$ cat config.mk
export PLATFORM = sky130hd
export DESIGN_NAME = eccdh_host_seq
export DESIGN_NICKNAME = d
export VERILOG_FILES = /design/src/rtl/eccdh_host_pkg.sv /design/src/rtl/eccdh_watchdog.sv /design/src/rtl/eccdh_host_seq.sv
export SDC_FILE = /design/constraint.sdc
export NUM_CORES = 2
export LEC_CHECK = 0
export ABC_AREA = 0
export ABC_CLOCK_PERIOD_IN_PS = 3010
export CAP_MARGIN = 20
export CORE_AREA = 2 2 302 304
export DETAILED_ROUTE_END_ITERATION = 10
export DIE_AREA = 0 0 304 306
export PLACE_DENSITY = 0.58
export SLEW_MARGIN = 20
export SYNTH_ARGS = -nofsm -noshare
export SYNTH_HDL_FRONTEND = slang
export SYNTH_SLANG_ARGS = --single-unit
$ cat constraint.sdc
create_clock -name clk -period 3.01 [get_ports clk]
set_input_delay 0.602 -clock clk [delete_from_list [all_inputs] [get_ports clk]]
set_output_delay 0.602 -clock clk [all_outputs]
set_load 0.01 [all_outputs]
$ cat src/rtl/eccdh_host_pkg.sv
// Shared types and helpers for the ECC-DH/3DES host-side sequencer.
package eccdh_host_pkg;

   typedef enum logic [2:0] {
      IDLE,
      SEND_WORD,
      GAP,
      WAIT_ECC,
      DATA_IDLE,
      WAIT_BLK,
      OUT_HOLD,
      ERROR
   } host_state_e;

   localparam logic [2:0] MODE_DATA = 3'd5;
   localparam logic [2:0] MODE_ERR  = 3'd7;

   localparam int KEY_W   = 164;
   localparam int WORD_W  = 64;
   localparam int N_WORDS = 9;

   localparam logic [3:0] LAST_IDX = 4'(N_WORDS - 1);

   // Words go k, x, y; each value least-significant word first, top word zero-padded.
   function automatic logic [WORD_W-1:0] get_word(input logic [KEY_W-1:0] k,
                                                  input logic [KEY_W-1:0] x,
                                                  input logic [KEY_W-1:0] y,
                                                  input logic [3:0]       idx);
      logic [KEY_W-1:0]  v;
      logic [WORD_W-1:0] w;
      case (idx)
         4'd0, 4'd1, 4'd2: v = k;
         4'd3, 4'd4, 4'd5: v = x;
         default:          v = y;
      endcase
      case (idx)
         4'd0, 4'd3, 4'd6: w = v[63:0];
         4'd1, 4'd4, 4'd7: w = v[127:64];
         default:          w = {28'b0, v[163:128]};
      endcase
      return w;
   endfunction

endpackage

$ cat src/rtl/eccdh_watchdog.sv
// 20-bit watchdog: reloads while cleared, counts down while enabled, flags terminal count.
module eccdh_watchdog #(
   parameter int unsigned TIMEOUT = 1048575
) (
   input  logic clk,
   input  logic n_rst,
   input  logic clear,
   input  logic enable,
   output logic expired
);

   localparam logic [19:0] LOAD = 20'(TIMEOUT - 1);

   logic [19:0] cnt_q;

   always_ff @(posedge clk or negedge n_rst) begin
      if (!n_rst) begin
         cnt_q <= '0;
      end else if (clear) begin
         cnt_q <= LOAD;
      end else if (enable && (cnt_q != 20'd0)) begin
         cnt_q <= cnt_q - 20'd1;
      end
   end

   assign expired = enable && (cnt_q == 20'd0);

endmodule

$ cat src/rtl/eccdh_host_seq.sv
// Host-side initiator for the ECC-DH/3DES core: key/point word loading, then block streaming.
//
// state     | meaning
// ----------+--------------------------------------------------------
// IDLE      | no key loaded, waiting for cfg
// SEND_WORD | one-cycle strobe of key/point word idx
// GAP       | idle spacing between word strobes
// WAIT_ECC  | waiting for core to reach data mode (watchdog running)
// DATA_IDLE | keyed, ready for a block or a re-key
// WAIT_BLK  | block sent, waiting for core result (watchdog running)
// OUT_HOLD  | result presented, waiting for consumer
// ERROR     | core error or timeout, sticky until cfg
module eccdh_host_seq
   import eccdh_host_pkg::*;
#(
   parameter int unsigned WORD_GAP = 2,
   parameter int unsigned TIMEOUT  = 1048575
) (
   input  logic              clk,
   input  logic              n_rst,
   input  logic              cfg_valid,
   output logic              cfg_ready,
   input  logic [KEY_W-1:0]  cfg_k,
   input  logic [KEY_W-1:0]  cfg_px,
   input  logic [KEY_W-1:0]  cfg_py,
   input  logic              cfg_encrypt,
   input  logic              blk_in_valid,
   output logic              blk_in_ready,
   input  logic [WORD_W-1:0] blk_in,
   output logic              blk_out_valid,
   input  logic              blk_out_ready,
   output logic [WORD_W-1:0] blk_out,
   output logic              busy,
   output logic              err,
   output logic [WORD_W-1:0] core_data_in,
   output logic              core_start,
   output logic              core_is_encrypt,
   input  logic [2:0]        core_mode,
   input  logic              core_data_ready,
   input  logic [WORD_W-1:0] core_data_out
);

   host_state_e       state_q, state_n;
   logic [3:0]        idx_q, idx_n;
   logic [15:0]       gap_q;
   logic [KEY_W-1:0]  k_q, x_q, y_q;
   logic              enc_q;
   logic [WORD_W-1:0] data_q;
   logic              start_q;
   logic [WORD_W-1:0] blk_out_q;
   logic              cfg_acc, blk_acc;
   logic              wd_en, wd_exp;

   assign cfg_ready    = (state_q == IDLE) || (state_q == DATA_IDLE) || (state_q == ERROR);
   assign blk_in_ready = (state_q == DATA_IDLE) && !cfg_valid;
   assign cfg_acc      = cfg_valid && cfg_ready;
   assign blk_acc      = blk_in_valid && blk_in_ready;
   assign wd_en        = (state_q == WAIT_ECC) || (state_q == WAIT_BLK);

   eccdh_watchdog #(.TIMEOUT(TIMEOUT)) u_watchdog (
      .clk     (clk),
      .n_rst   (n_rst),
      .clear   (!wd_en),
      .enable  (wd_en),
      .expired (wd_exp)
   );

   always_comb begin
      state_n = state_q;
      idx_n   = idx_q;
      unique case (state_q)
         IDLE, ERROR: begin
            if (cfg_acc) begin
               state_n = SEND_WORD;
               idx_n   = 4'd0;
            end
         end
         SEND_WORD: begin
            if (idx_q == LAST_IDX) begin
               state_n = WAIT_ECC;
            end else begin
               idx_n   = idx_q + 4'd1;
               state_n = (WORD_GAP == 0) ? SEND_WORD : GAP;
            end
         end
         GAP: begin
            if (gap_q == 16'd0) state_n = SEND_WORD;
         end
         WAIT_ECC: begin
            if (wd_exp)                       state_n = ERROR;
            else if (core_mode == MODE_DATA)  state_n = DATA_IDLE;
         end
         DATA_IDLE: begin
            if (cfg_acc) begin
               state_n = SEND_WORD;
               idx_n   = 4'd0;
            end else if (blk_acc) begin
               state_n = WAIT_BLK;
            end
         end
         WAIT_BLK: begin
            if (wd_exp)               state_n = ERROR;
            else if (core_data_ready) state_n = OUT_HOLD;
         end
         OUT_HOLD: begin
            if (blk_out_ready) state_n = DATA_IDLE;
         end
         default: state_n = IDLE;
      endcase
      // A core error overrides whatever the sequence was doing.
      if ((core_mode == MODE_ERR) && (state_q != IDLE) && (state_q != ERROR)) begin
         state_n = ERROR;
      end
   end

   always_ff @(posedge clk or negedge n_rst) begin
      if (!n_rst) begin
         state_q   <= IDLE;
         idx_q     <= '0;
         gap_q     <= '0;
         k_q       <= '0;
         x_q       <= '0;
         y_q       <= '0;
         enc_q     <= 1'b0;
         data_q    <= '0;
         start_q   <= 1'b0;
         blk_out_q <= '0;
      end else begin
         state_q <= state_n;
         idx_q   <= idx_n;
         start_q <= 1'b0;
         if (cfg_acc) begin
            k_q   <= cfg_k;
            x_q   <= cfg_px;
            y_q   <= cfg_py;
            enc_q <= cfg_encrypt;
         end
         // Strobe and data are registered so they line up with the SEND_WORD / WAIT_BLK cycle.
         if (state_n == SEND_WORD) begin
            start_q <= 1'b1;
            data_q  <= cfg_acc ? get_word(cfg_k, cfg_px, cfg_py, 4'd0)
                               : get_word(k_q, x_q, y_q, idx_n);
         end else if ((state_q == DATA_IDLE) && (state_n == WAIT_BLK)) begin
            start_q <= 1'b1;
            data_q  <= blk_in;
         end
         if (state_q == SEND_WORD) begin
            gap_q <= 16'(WORD_GAP - 1);
         end else if ((state_q == GAP) && (gap_q != 16'd0)) begin
            gap_q <= gap_q - 16'd1;
         end
         if ((state_q == WAIT_BLK) && (state_n == OUT_HOLD)) begin
            blk_out_q <= core_data_out;
         end
      end
   end

   assign core_data_in    = data_q;
   assign core_start      = start_q;
   assign core_is_encrypt = enc_q;
   assign blk_out         = blk_out_q;
   assign blk_out_valid   = (state_q == OUT_HOLD);
   assign busy            = (state_q != IDLE) && (state_q != DATA_IDLE);
   assign err             = (state_q == ERROR);

endmodule

==> flow_summary_export.csv <==
group,metric,value,unit
outcome,outcome,"finished, final reports clean",
synthesis,synth-simple-area-share,0.229,
sta,setup_skew,0.0300,ns
layout,num-nets-final,4789,
layout,fill_cells,8475,
die,fp.dieW,304,um
synthesis,synth_compound_area_frac,0.137,
clock_tree,tritoncts,"done",
synthesis,synthCells,3299,
sta,worst_slew_margin_rel,0.541,
global_routing,globalRouteTotalUtil,0.242,
global_routing,first_global_vias,27600,
synthesis,synthAdderAreaFrac,0.00212,
routing,wl_per_cell,21.9,um
synthesis,async_reset_ff_frac,1.00,
sta,final.hold.worst_slack,0.470,ns
global_routing,grt.overflow.total,0,
die,num_rows,110,
worst_setup_path,worst-endpoint-required,3.50,ns
clock_tree,insertion_delay,0.63,ns
worst_setup_path,crit_type,"in -> reg",
routing,drt-pass1-iter-count,8,
global_routing,grt_pass1_wl,174,mm
power_and_ir_drop,ir_worst_vdd,0.000567,V
layout,layout-drive-gt1-share,0.130,
synthesis,synth_top_cell_by_area,"sky130_fd_sc_hd__dfrtp_1",
routing,route.detailed.vias_per_inst,5.12,
global_routing,grt_max_degree,106,
die,initial_utilization,0.329,
placed_design,post-dp-hpwl,84.0,mm
sta,finalSetupViolations,0,
clock_tree,cts.clk_slew.worst_paths,0.06,ns
clock_tree,htree_levels,3,
die,floorplan.core_area,89600,um^2
clock_tree,ctsRootBufferMaster,"sky130_fd_sc_hd__clkbuf_16",
clock_tree,total_clock_buffers_created_by_cts,78,
routing,drtIter0Drc,2503,
synthesis,synthesized_area_fraction_occupied_by_xor_and_xnor_cells,0.00832,
routing,ant_nets,0,
clock_tree,cts_buffer_depth,3,
worst_setup_path,crit_fanout,12,
sta,finalCriticalPeriod,3.00,ns
placed_design,port_bufs,764,
layout,multi_input_comb_area,12300,um^2
run,timing.max_cap.violations,0,
synthesis,yosys-mux-area-fraction,0.0252,
layout,fin_util,0.488,
power_and_ir_drop,leakage,19.9,nW
routing,drt_wl_total,118,mm
sta,worst_pin_slew,0.689,ns
sta,period_share,0.997,
placed_design,place.gp.congestion,0.878,
die,chipHeight,306,um
worst_setup_path,worstSetupEndpointType,"flop",
power_and_ir_drop,cellPowerDensity,1150,nW/um^2
synthesis,netlist-cell-type-count,61,
clock_tree,clock-sinks,665,
worst_setup_path,worstSetupStartpointType,"input port",
synthesis,ys.flop_type,"sky130_fd_sc_hd__dfrtp_1",
layout,syn_to_final_growth,48.4,%
synthesis,main_combinational_cell_family_by_area_after_synthesis,"simple AND/OR/NAND/NOR gates",
sta,timing_max_transition_violations_final,0,
routing,via_count,27600,
synthesis,biggest_area_contributors_in_the_synthesized_netlist,"sky130_fd_sc_hd__dfrtp_1 56%, sky130_fd_sc_hd__nand2_1 19%, sky130_fd_sc_hd__a22oi_1 2.8%",
placed_design,placement_cell_area,40100,um^2
synthesis,synth-seq-area-share,0.565,
synthesis,area_fraction_of_the_dominant_cell_type_after_synthesis,0.565,
worst_setup_path,worst_path_arrival_time,3.49,ns
worst_hold_path,worstHoldPathType,"reg -> reg",
sta,fmaxAchievable,333,MHz
synthesis,ys_warnings,0,
global_routing,antenna_found_initial,12,
synthesis,average_footprint_of_a_synthesized_cell,8.93,um^2
sta,final_hold_viol_count,0,
sta,rsz0062_at_grt,"yes",
routing,drc,0,
synthesis,synth_edf_count,0,
die,pin_count,765,
synthesis,postSynthRegisterBits,665,
die,die_area,93000,um^2
synthesis,synthesis.nets,3934,
layout,layout.area.seq,16600,um^2
layout,final_area,43700,um^2
synthesis,netlist_area,29500,um^2
[cell usage after synthesis, drive strengths merged (8+ instances only)]
cell	number
o221a	28
nand2b	8
mux2	65
xnor2	15
a222oi	56
inv	18
nand2	1513
nor2	72
a22oi	111
o32ai	28
a2111oi	37
a21oi	150
xor2	13
dfrtp	665
clkbuf	208
buf	28
nor3	47
a211oi	39
o21ai	113
nor4	14
nand3	9
[cell families (layout without fill, tap and decap cells)]
family / count (synthesis) / in the layout
AND/OR/NAND/NOR: 1706 / 1706
flip-flops: 665 / 665
AO/OA/AOI/OAI: 575 / 575
buffers and inverters: 254 / 1168
multiplexers: 66 / 66
XOR/XNOR: 28 / 28
adder cells (fa/ha/maj): 5 / 5
other: 0 / 9
[through the flow]
step	cells	total power, W	worst slack [ns]	setup TNS [ns]
3_5_place_dp	5220	0.0382	-0.634	-44.10
3_3_place_gp	5220	0.0379	-0.644	-42.03
6_report	5398	0.0503	0.00877	0
5_1_grt	5398	0.0535	-0.101	-1.20
4_1_cts	5362	0.0482	0.00307	0
2_1_floorplan	3299	0.0273	0.00117	0
[layout make-up]
type	count	area share
sequential	665	0.381
multi-input combinational	2380	0.282
timing repair buffer	1011	0.242
clock buffer	115	0.0509
tap	1176	0.0337
clock inverter	24	0.00801
inverter	18	0.00163
antenna	9	0.000515
[sequential cells by signal, indices dropped and copies added (netlist names)]
name / count
k_q: 164
x_q: 164
y_q: 164
blk_out: 64
core_data_in: 64
u_watchdog.cnt_q: 20
gap_q: 16
idx_q: 4
state_q: 3
core_is_encrypt: 1
core_start: 1
[worst max-delay path, cell delays in order]
cell and delay (ns):
sky130_fd_sc_hd__clkdlybuf4s50_1 0.44, sky130_fd_sc_hd__and4_2 0.30, sky130_fd_sc_hd__a2111o_1 0.38, sky130_fd_sc_hd__and2_1 0.18, sky130_fd_sc_hd__inv_2 0.15, sky130_fd_sc_hd__nor4_4 0.08
sky130_fd_sc_hd__buf_12 0.15, sky130_fd_sc_hd__buf_4 0.13, sky130_fd_sc_hd__clkbuf_16 0.16, sky130_fd_sc_hd__clkbuf_16 0.17, sky130_fd_sc_hd__o21ai_0 0.15, sky130_fd_sc_hd__a21oi_1 0.12
sky130_fd_sc_hd__a2111oi_2 0.35, sky130_fd_sc_hd__a211oi_1 0.13
[layout by cell type (no fill, tap or decap), types with 35 or more instances in the layout]
| cell | instances |
|---|---|
| sky130_fd_sc_hd__nor3_1 | 44 |
| sky130_fd_sc_hd__clkdlybuf4s50_1 | 761 |
| sky130_fd_sc_hd__mux2_2 | 61 |
| sky130_fd_sc_hd__dfrtp_1 | 663 |
| sky130_fd_sc_hd__clkbuf_16 | 92 |
| sky130_fd_sc_hd__a211oi_1 | 35 |
| sky130_fd_sc_hd__nor2_1 | 70 |
| sky130_fd_sc_hd__buf_4 | 154 |
| sky130_fd_sc_hd__a22oi_1 | 95 |
| sky130_fd_sc_hd__buf_12 | 60 |
| sky130_fd_sc_hd__nand2_1 | 1513 |
| sky130_fd_sc_hd__a21oi_1 | 131 |
| sky130_fd_sc_hd__o21ai_0 | 109 |
| sky130_fd_sc_hd__a222oi_1 | 56 |
[power by group]
| group | internal, W | switching (W) |
|---|---|---|
| combinational | 0.0114 | 0.0132 |
| sequential | 0.0132 | 0.00286 |
| clock | 0.00567 | 0.00395 |
| total | 0.0303 | 0.0200 |
[routing by layer]
layer,up-vias,global-route usage,part of all wire
met5,-,0,0.00032
met4,6,0.104,0.043
met3,233,0.0328,0.053
met2,1010,0.396,0.48
met1,13600,0.322,0.43
li1,12800,-,-
[what timing repair did]
item / 4_1_cts / 5_1_grt
resized for setup: 12 / 144
setup buffers: 1 / 17
hold endpoints to repair: 36 / 0
endpoints found under the setup margin: 40 / 130
gates cloned: 1 / 12
pin swaps: 1 / 39
hold buffers: 1 / 0
[path summary, 6_finish.rpt]
kind / start / end / slack, ns / cells after the start
setup / recovery: cfg_valid / core_data_in[12] / 0.009 / 14
hold reg to reg: x_q[141] / x_q[141] / 0.47 / 2
max in group asynchronous: n_rst / k_q[135] / 1.44 / 3
hold / removal: x_q[141] / x_q[141] / 0.47 / 2
min in group asynchronous: n_rst / k_q[83] / 0.59 / 2
setup reg to reg: idx_q[0] / core_data_in[12] / 0.04 / 14
No activity file was read; power rests on OpenSTA's default activity.
